$ cat config.mk
export PLATFORM = sky130hd
export DESIGN_NAME = mdu_iter
export DESIGN_NICKNAME = d
export VERILOG_FILES = /design/src/rtl/mdu_iter_pkg.sv /design/src/rtl/mdu_sign_fix.sv /design/src/rtl/mdu_iter.sv
export SDC_FILE = /design/constraint.sdc
export NUM_CORES = 1
export LEC_CHECK = 0
export BUFFER_PORTS_ARGS = -buffer_cell sky130_fd_sc_hd__buf_2
export CORE_MARGIN = 2
export CORE_UTILIZATION = 67
export CTS_CLUSTER_SIZE = 10
export DETAILED_ROUTE_END_ITERATION = 8
export PLACE_DENSITY = 0.87
export SKIP_CTS_REPAIR_TIMING = 1
export SYNTH_ARGS = -nofsm -noshare
export SYNTH_HDL_FRONTEND = slang
export SYNTH_SLANG_ARGS = --single-unit
$ cat constraint.sdc
create_clock -name clk -period 25.9 [get_ports clk]
set_input_delay 2.59 -clock clk [delete_from_list [all_inputs] [get_ports clk]]
set_output_delay 2.59 -clock clk [all_outputs]
set_load 0.05 [all_outputs]
$ cat src/rtl/mdu_iter_pkg.sv
// rtl/mdu_iter_pkg.sv - shared widths, op encodings and FSM state codes for the iterative MDU
package mdu_iter_pkg;

    localparam int LENGTH = 32;
    localparam int ITER   = LENGTH;
    localparam int CNT_W  = $clog2(ITER);

    localparam logic [LENGTH-1:0] INITIAL_VAL_32 = '0;

    typedef enum logic [1:0] {
        MDU_MULT  = 2'b00,
        MDU_MULTU = 2'b01,
        MDU_DIV   = 2'b10,
        MDU_DIVU  = 2'b11
    } mdu_op_e;

    typedef enum logic [1:0] {
        ST_IDLE = 2'b00,
        ST_CALC = 2'b01,
        ST_DONE = 2'b10
    } mdu_state_e;

    // op[1] selects divide, op[0] selects the unsigned variant
    function automatic logic op_is_div(input logic [1:0] op);
        return op[1];
    endfunction

    function automatic logic op_is_signed(input logic [1:0] op);
        return ~op[0];
    endfunction

endpackage

$ cat src/rtl/mdu_sign_fix.sv
// rtl/mdu_sign_fix.sv - operand magnitude extraction and result sign correction for the MDU
//
// Purpose: purely combinational. Produces unsigned magnitudes of the operands for signed
//          ops, and turns an unsigned raw {hi,lo} into the architectural result, including
//          the divide-by-zero result.
// Ports:
//   i_op      op encoding (MULT/MULTU/DIV/DIVU)
//   i_a/i_b   raw operands (dividend/multiplicand, divisor/multiplier)
//   i_raw_hi  unsigned product[63:32] or remainder
//   i_raw_lo  unsigned product[31:0] or quotient
//   o_mag_a/o_mag_b  operand magnitudes
//   o_hi/o_lo        corrected result
module mdu_sign_fix
    import mdu_iter_pkg::*;
(
    input  logic [1:0]        i_op,
    input  logic [LENGTH-1:0] i_a,
    input  logic [LENGTH-1:0] i_b,
    input  logic [LENGTH-1:0] i_raw_hi,
    input  logic [LENGTH-1:0] i_raw_lo,
    output logic [LENGTH-1:0] o_mag_a,
    output logic [LENGTH-1:0] o_mag_b,
    output logic [LENGTH-1:0] o_hi,
    output logic [LENGTH-1:0] o_lo
);

    logic                  w_neg_a;
    logic                  w_neg_b;
    logic [2*LENGTH-1:0]   w_raw;
    logic [2*LENGTH-1:0]   w_raw_neg;

    assign w_neg_a   = op_is_signed(i_op) & i_a[LENGTH-1];
    assign w_neg_b   = op_is_signed(i_op) & i_b[LENGTH-1];
    // 0x80000000 negates to itself, which is the correct unsigned magnitude 2^31
    assign o_mag_a   = w_neg_a ? ('0 - i_a) : i_a;
    assign o_mag_b   = w_neg_b ? ('0 - i_b) : i_b;
    assign w_raw     = {i_raw_hi, i_raw_lo};
    assign w_raw_neg = '0 - w_raw;

    always_comb begin
        o_hi = i_raw_hi;
        o_lo = i_raw_lo;
        if (op_is_div(i_op)) begin
            if (i_b == '0) begin
                // divide by zero: all-ones quotient, raw dividend as remainder
                o_hi = i_a;
                o_lo = '1;
            end else begin
                // truncating division: quotient takes the xor of signs, remainder the dividend's
                o_lo = (w_neg_a ^ w_neg_b) ? ('0 - i_raw_lo) : i_raw_lo;
                o_hi = w_neg_a ? ('0 - i_raw_hi) : i_raw_hi;
            end
        end else if (w_neg_a ^ w_neg_b) begin
            o_hi = w_raw_neg[2*LENGTH-1:LENGTH];
            o_lo = w_raw_neg[LENGTH-1:0];
        end
    end

endmodule

$ cat src/rtl/mdu_iter.sv
// rtl/mdu_iter.sv - iterative MIPS multiply/divide unit driving the HI/LO writeback register
//
// Purpose: MULT/MULTU by radix-2 shift-add, DIV/DIVU by radix-2 restoring division, one bit
//          per cycle over ITER cycles. Optional macro MDU_FAST_MUL_EN routes multiplies
//          through a single-cycle array multiplier (IDLE -> DONE directly).
// Ports:
//   clk      rising-edge clock
//   rst      synchronous active-high reset
//   start    launch operation (sampled only in IDLE)
//   op       00 MULT, 01 MULTU, 10 DIV, 11 DIVU
//   src_a    multiplicand / dividend
//   src_b    multiplier / divisor
//   flush    abort the in-flight operation, no write
//   busy     high whenever not IDLE
//   hi_out   product[63:32] / remainder
//   lo_out   product[31:0] / quotient
//   wen_out  one-cycle write pulse in DONE
module mdu_iter
    import mdu_iter_pkg::*;
(
    input  logic              clk,
    input  logic              rst,
    input  logic              start,
    input  logic [1:0]        op,
    input  logic [LENGTH-1:0] src_a,
    input  logic [LENGTH-1:0] src_b,
    input  logic              flush,
    output logic              busy,
    output logic [LENGTH-1:0] hi_out,
    output logic [LENGTH-1:0] lo_out,
    output logic              wen_out
);

    mdu_state_e            r_state;
    mdu_state_e            w_next;
    logic [CNT_W-1:0]      r_cnt;
    logic [1:0]            r_op;
    logic [LENGTH-1:0]     r_a;
    logic [LENGTH-1:0]     r_b;
    // shared working register: {acc_hi, multiplier} for multiply, {rem, quot} for divide
    logic [2*LENGTH-1:0]   r_acc;

    logic                  w_idle;
    logic                  w_fast;
    logic [1:0]            w_fix_op;
    logic [LENGTH-1:0]     w_fix_a;
    logic [LENGTH-1:0]     w_fix_b;
    logic [LENGTH-1:0]     w_mag_a;
    logic [LENGTH-1:0]     w_mag_b;
    logic [LENGTH-1:0]     w_fix_hi;
    logic [LENGTH-1:0]     w_fix_lo;
    logic [2*LENGTH-1:0]   w_raw;
    logic [2*LENGTH-1:0]   w_step;
    logic [LENGTH:0]       w_rem_sh;
    logic [LENGTH:0]       w_diff;
    logic [LENGTH:0]       w_sum;

    assign w_idle  = (r_state == ST_IDLE);
    assign busy    = ~w_idle;
    assign wen_out = (r_state == ST_DONE) & ~flush;

    // In IDLE the sign block sees the live inputs so magnitudes can be loaded at the start
    // edge; afterwards it sees the latched operands for the iterations and final correction.
    assign w_fix_op = w_idle ? op    : r_op;
    assign w_fix_a  = w_idle ? src_a : r_a;
    assign w_fix_b  = w_idle ? src_b : r_b;

    mdu_sign_fix u_sign_fix (
        .i_op     (w_fix_op),
        .i_a      (w_fix_a),
        .i_b      (w_fix_b),
        .i_raw_hi (w_raw[2*LENGTH-1:LENGTH]),
        .i_raw_lo (w_raw[LENGTH-1:0]),
        .o_mag_a  (w_mag_a),
        .o_mag_b  (w_mag_b),
        .o_hi     (w_fix_hi),
        .o_lo     (w_fix_lo)
    );

    // One iteration of either algorithm. Both leave the result in the same {hi,lo} layout.
    always_comb begin
        w_rem_sh = r_acc[2*LENGTH-1:LENGTH-1];
        w_diff   = w_rem_sh - {1'b0, w_mag_b};
        w_sum    = {1'b0, r_acc[2*LENGTH-1:LENGTH]} + (r_acc[0] ? {1'b0, w_mag_a} : '0);
        w_step   = r_acc;
        if (op_is_div(r_op)) begin
            if (w_diff[LENGTH])
                w_step = {w_rem_sh[LENGTH-1:0], r_acc[LENGTH-2:0], 1'b0};
            else
                w_step = {w_diff[LENGTH-1:0], r_acc[LENGTH-2:0], 1'b1};
        end else begin
            w_step = {w_sum, r_acc[LENGTH-1:1]};
        end
    end

`ifdef MDU_FAST_MUL_EN
    logic [2*LENGTH-1:0] w_fast_prod;
    assign w_fast_prod = (2*LENGTH)'(w_mag_a) * (2*LENGTH)'(w_mag_b);
    assign w_fast      = start & ~op_is_div(op);
    assign w_raw       = w_idle ? w_fast_prod : w_step;
`else
    assign w_fast      = 1'b0;
    assign w_raw       = w_step;
`endif

    always_comb begin
        w_next = r_state;
        unique case (r_state)
            ST_IDLE: if (start) w_next = w_fast ? ST_DONE : ST_CALC;
            ST_CALC: begin
                if (flush)              w_next = ST_IDLE;
                else if (r_cnt == '0)   w_next = ST_DONE;
            end
            ST_DONE: w_next = ST_IDLE;
            default: w_next = ST_IDLE;
        endcase
    end

    always_ff @(posedge clk) begin
        if (rst) begin
            r_state <= ST_IDLE;
            r_cnt   <= '0;
            r_op    <= '0;
            r_a     <= '0;
            r_b     <= '0;
            r_acc   <= '0;
            hi_out  <= INITIAL_VAL_32;
            lo_out  <= INITIAL_VAL_32;
        end else begin
            r_state <= w_next;
            case (r_state)
                ST_IDLE: begin
                    if (start) begin
                        r_op  <= op;
                        r_a   <= src_a;
                        r_b   <= src_b;
                        r_cnt <= CNT_W'(ITER - 1);
                        r_acc <= op_is_div(op) ? {{LENGTH{1'b0}}, w_mag_a}
                                               : {{LENGTH{1'b0}}, w_mag_b};
                        if (w_fast) begin
                            hi_out <= w_fix_hi;
                            lo_out <= w_fix_lo;
                        end
                    end
                end
                ST_CALC: begin
                    if (!flush) begin
                        r_acc <= w_step;
                        r_cnt <= r_cnt - 1'b1;
                        if (r_cnt == '0) begin
                            hi_out <= w_fix_hi;
                            lo_out <= w_fix_lo;
                        end
                    end
                end
                default: ;
            endcase
        end
    end

endmodule

==> flow_metrics.tcl <==
set metrics [dict create \
    ys_async_sr_fraction_pct 0 \
    switching_power_w 0.000448 \
    core_region_area_um2 25900 \
    cts_tree "done" \
    critPathLaunchType "register" \
    dr_wl_met3_um 10200 \
    ys_seq_elements 201 \
    hold_viol 0 \
    routedWlPerCell_um 25.4 \
    slew_headroom_pct 10.8 \
    clk_latency_ns 0.57 \
    drive_above_1_share_pct 11.5 \
    yosysSeqAreaShare_pct 22.9 \
    clock_tree.root_cell "clkbuf_16" \
    synthCells 2365 \
    drc 0 \
    hp-class "reg -> reg" \
    dpl.hpwl_um 51700 \
    max-vdd-ir-drop_mv 0.0678 \
    drtPass1Iterations 6 \
    cts_buffers 25 \
    fmax_ghz 0.0931 \
    rsz0062_at_grt "no" \
    die_w_um 166 \
    path_class "reg -> reg" \
    clockBufferDepth 3 \
    grt_start_max_net_pins 96 \
    cpMaxStageDelayCell "a31oi_4" \
    cts_sinks 201 \
    grt.overflow.total 0 \
    routed_wl_um 70200 \
    nFillCells 2015 \
    combPwrFrac_pct 38.5 \
    end_kind "register" \
    synth_cell_type_count 116 \
    tightest_slew_ns 1.33 \
    max_cap_viol_count 0 \
    gr-usage-all-layers_pct 48.4 \
    slowest_delay_ns 0.82 \
    syn_avg_cell_area_um2 7.43 \
    antenna_found_initial 2 \
    pre_cts_slack_ns 15.34 \
    switching_share_pct 41.5 \
    p_seq_share_pct 32.0 \
    met2_length_um 29000 \
    htreeDepth 1 \
    drv_slew 0 \
    vias 20300 \
    die_y_um 166 \
    crit_path_frequent_cell "and2_1" \
    dr.first_iter.drc_count 3436 \
    setup_tns_ns 0 \
    min_period_ns 10.74 \
    viasPerCell 7.36 \
    gp_congestion 1.09 \
    ys.flop_type "dfxtp_1" \
    synth_nets 2496 \
    worst_slack_ns 15.16 \
    status "finished, final reports clean" \
    skew_ns 0.0256 \
    cts.clk_slew.worst_paths_ns 0.06 \
    p_clk_share_pct 29.5 \
    maxUsedRoutingLayer "met5" \
    ios 136 \
    grt_pass1_vias 18500 \
    met1Wirelength_um 25900 \
    power_leakage_nw 7.73 \
    cp.required_ns 26.38 \
    ant_nets 0 \
    dieArea_um2 27500 \
    syn-cell-area_um2 17600 \
    crit_arrival_ns 11.22 \
    syn_to_final_growth_pct 8.56 \
    p_per_area_nw_per_um2 56.7 \
    fin_crit_sh_pct 41.5 \
    fin_util_pct 73.6 \
    p_int_w 0.000633 \
    ys_warn_count 0 \
    synth_edf_count 0 \
    setup_viol 0 \
    grt_pass1_wl_um 107000 \
    start_util_pct 67.8 \
    rows 59 \
    nets 2548 \
    crit_path_max_fanout 55 \
    io_buffers 135 \
]
==> power groups by stage <==
stage               logic, W  registers (W)  clock network (W)
finish              0.000416       0.000346           0.000319
global route        0.000434       0.000347           0.000328
CTS                 0.000394       0.000345           0.000314
detailed placement  0.000391       0.000351                  0
global placement    0.000384       0.000350                  0
floorplan           0.000265       0.000352                  0
==> per-layer routing <==
layer / vias to the layer above / track usage, %
met5: - / 0
met4: 4 / 29.3
met3: 368 / 12.8
met2: 1742 / 70.8
met1: 9400 / 63.7
li1: 8817 / -
==> state kept, by name, indices dropped and copies added, names as in the netlist <==
name,flops
r_acc,64
hi_out,32
lo_out,32
r_a,32
r_b,32
r_cnt,5
r_op,2
r_state,2
==> kinds of logic (layout without fill, tap and decap cells) <==
kind of cell / after synthesis / count (layout) / share of synthesized area (%)
simple gates: 851 / 851 / 23.6
flops: 201 / 201 / 22.9
mux: 112 / 112 / 6.48
xor+xnor: 156 / 156 / 7.99
other cells: 0 / 2 / 0
compound gates: 783 / 783 / 29.3
fa+ha+maj: 75 / 75 / 5.24
buf+inv: 187 / 246 / 4.49
==> cell usage in the layout, fill, tap and decap left out, types with 20 or more instances in the layout <==
cell type,synthesis,final
inv_1,34,34
a22oi_1,27,27
xor2_1,60,60
buf_2,9,134
a21o_1,33,33
xnor2_1,92,92
nor2_1,264,261
clkbuf_16,0,25
dfxtp_1,201,200
nand3_1,47,47
o31ai_1,35,34
nor3_1,54,54
and2_1,46,45
a21oi_1,275,275
a211oi_1,47,47
mux2i_1,102,102
o21ai_0,114,114
nor4_1,20,20
a31oi_1,46,46
nand2_1,248,247
buf_4,6,42
ha_1,59,59
and3_1,31,31
==> worst paths after layout <==
check | startpoint | to | slack (ns) | depth (start not counted)
setup / recovery | r_state[0]$_SDFFE_PP0P_ | hi_out[30]$_SDFFE_PP0P_ | 15.16 | 30
hold / removal | r_a[18]$_SDFFE_PP0P_ | r_a[18]$_SDFFE_PP0P_ | 0.45 | 2
setup reg to reg | r_state[0]$_SDFFE_PP0P_ | hi_out[30]$_SDFFE_PP0P_ | 15.16 | 30
hold reg to reg | r_a[18]$_SDFFE_PP0P_ | r_a[18]$_SDFFE_PP0P_ | 0.45 | 2
==> stage by stage <==
step	instance area [µm²]	power (W)	hold WS [ns]	cells
2_1_floorplan	17600	0.000617	0.433	2365
3_3_place_gp	18400	0.000734	0.439	2725
3_5_place_dp	18400	0.000742	0.445	2725
4_1_cts	19100	0.00105	0.453	2759
5_1_grt	19100	0.00111	0.475	2759
6_report	19100	0.00108	0.454	2761
==> critical path, delay by kind of cell, from the launching register on <==
family	cells	cell delay (ns)
AND/OR/NAND/NOR	16	4.76
AO/OA/AOI/OAI	5	2.04
buffers and inverters	3	1.46
adder cells (fa/ha/maj)	3	0.96
flip-flops	1	0.62
multiplexers	2	0.56
XOR/XNOR	1	0.18
==> final cells by class <==
| type | instances | area (µm²) | area share [%] |
|---|---|---|---|
| inverter | 35 | 131 | 0.689 |
| clock buffer | 29 | 641 | 3.36 |
| tap | 335 | 419 | 2.20 |
| multi-input combinational | 1977 | 12800 | 67.1 |
| timing repair buffer | 177 | 997 | 5.23 |
| antenna | 2 | 5.00 | 0.0263 |
| sequential | 201 | 4030 | 21.1 |
| clock inverter | 5 | 43.8 | 0.230 |
==> cell usage after synthesis, types with 17 or more instances <==
cell,number,area [µm²]
a211oi_1,47,353
a21o_1,33,248
a21oi_1,275,1380
a22oi_1,27,203
a311oi_1,18,158
a31oi_1,46,288
and2_1,46,288
and3_1,31,194
clkbuf_1,117,439
dfxtp_1,201,4020
ha_1,59,738
inv_1,34,128
mux2i_1,102,1020
nand2_1,248,931
nand2b_1,18,113
nand3_1,47,235
nand4_1,18,113
nor2_1,264,991
nor3_1,54,270
nor4_1,20,125
o211ai_1,17,128
o21a_1,19,143
o21ai_0,114,571
o31ai_1,35,263
or3_1,17,106
or4_1,17,128
xnor2_1,92,806
xor2_1,60,526
(Power assumes the default switching activity.)
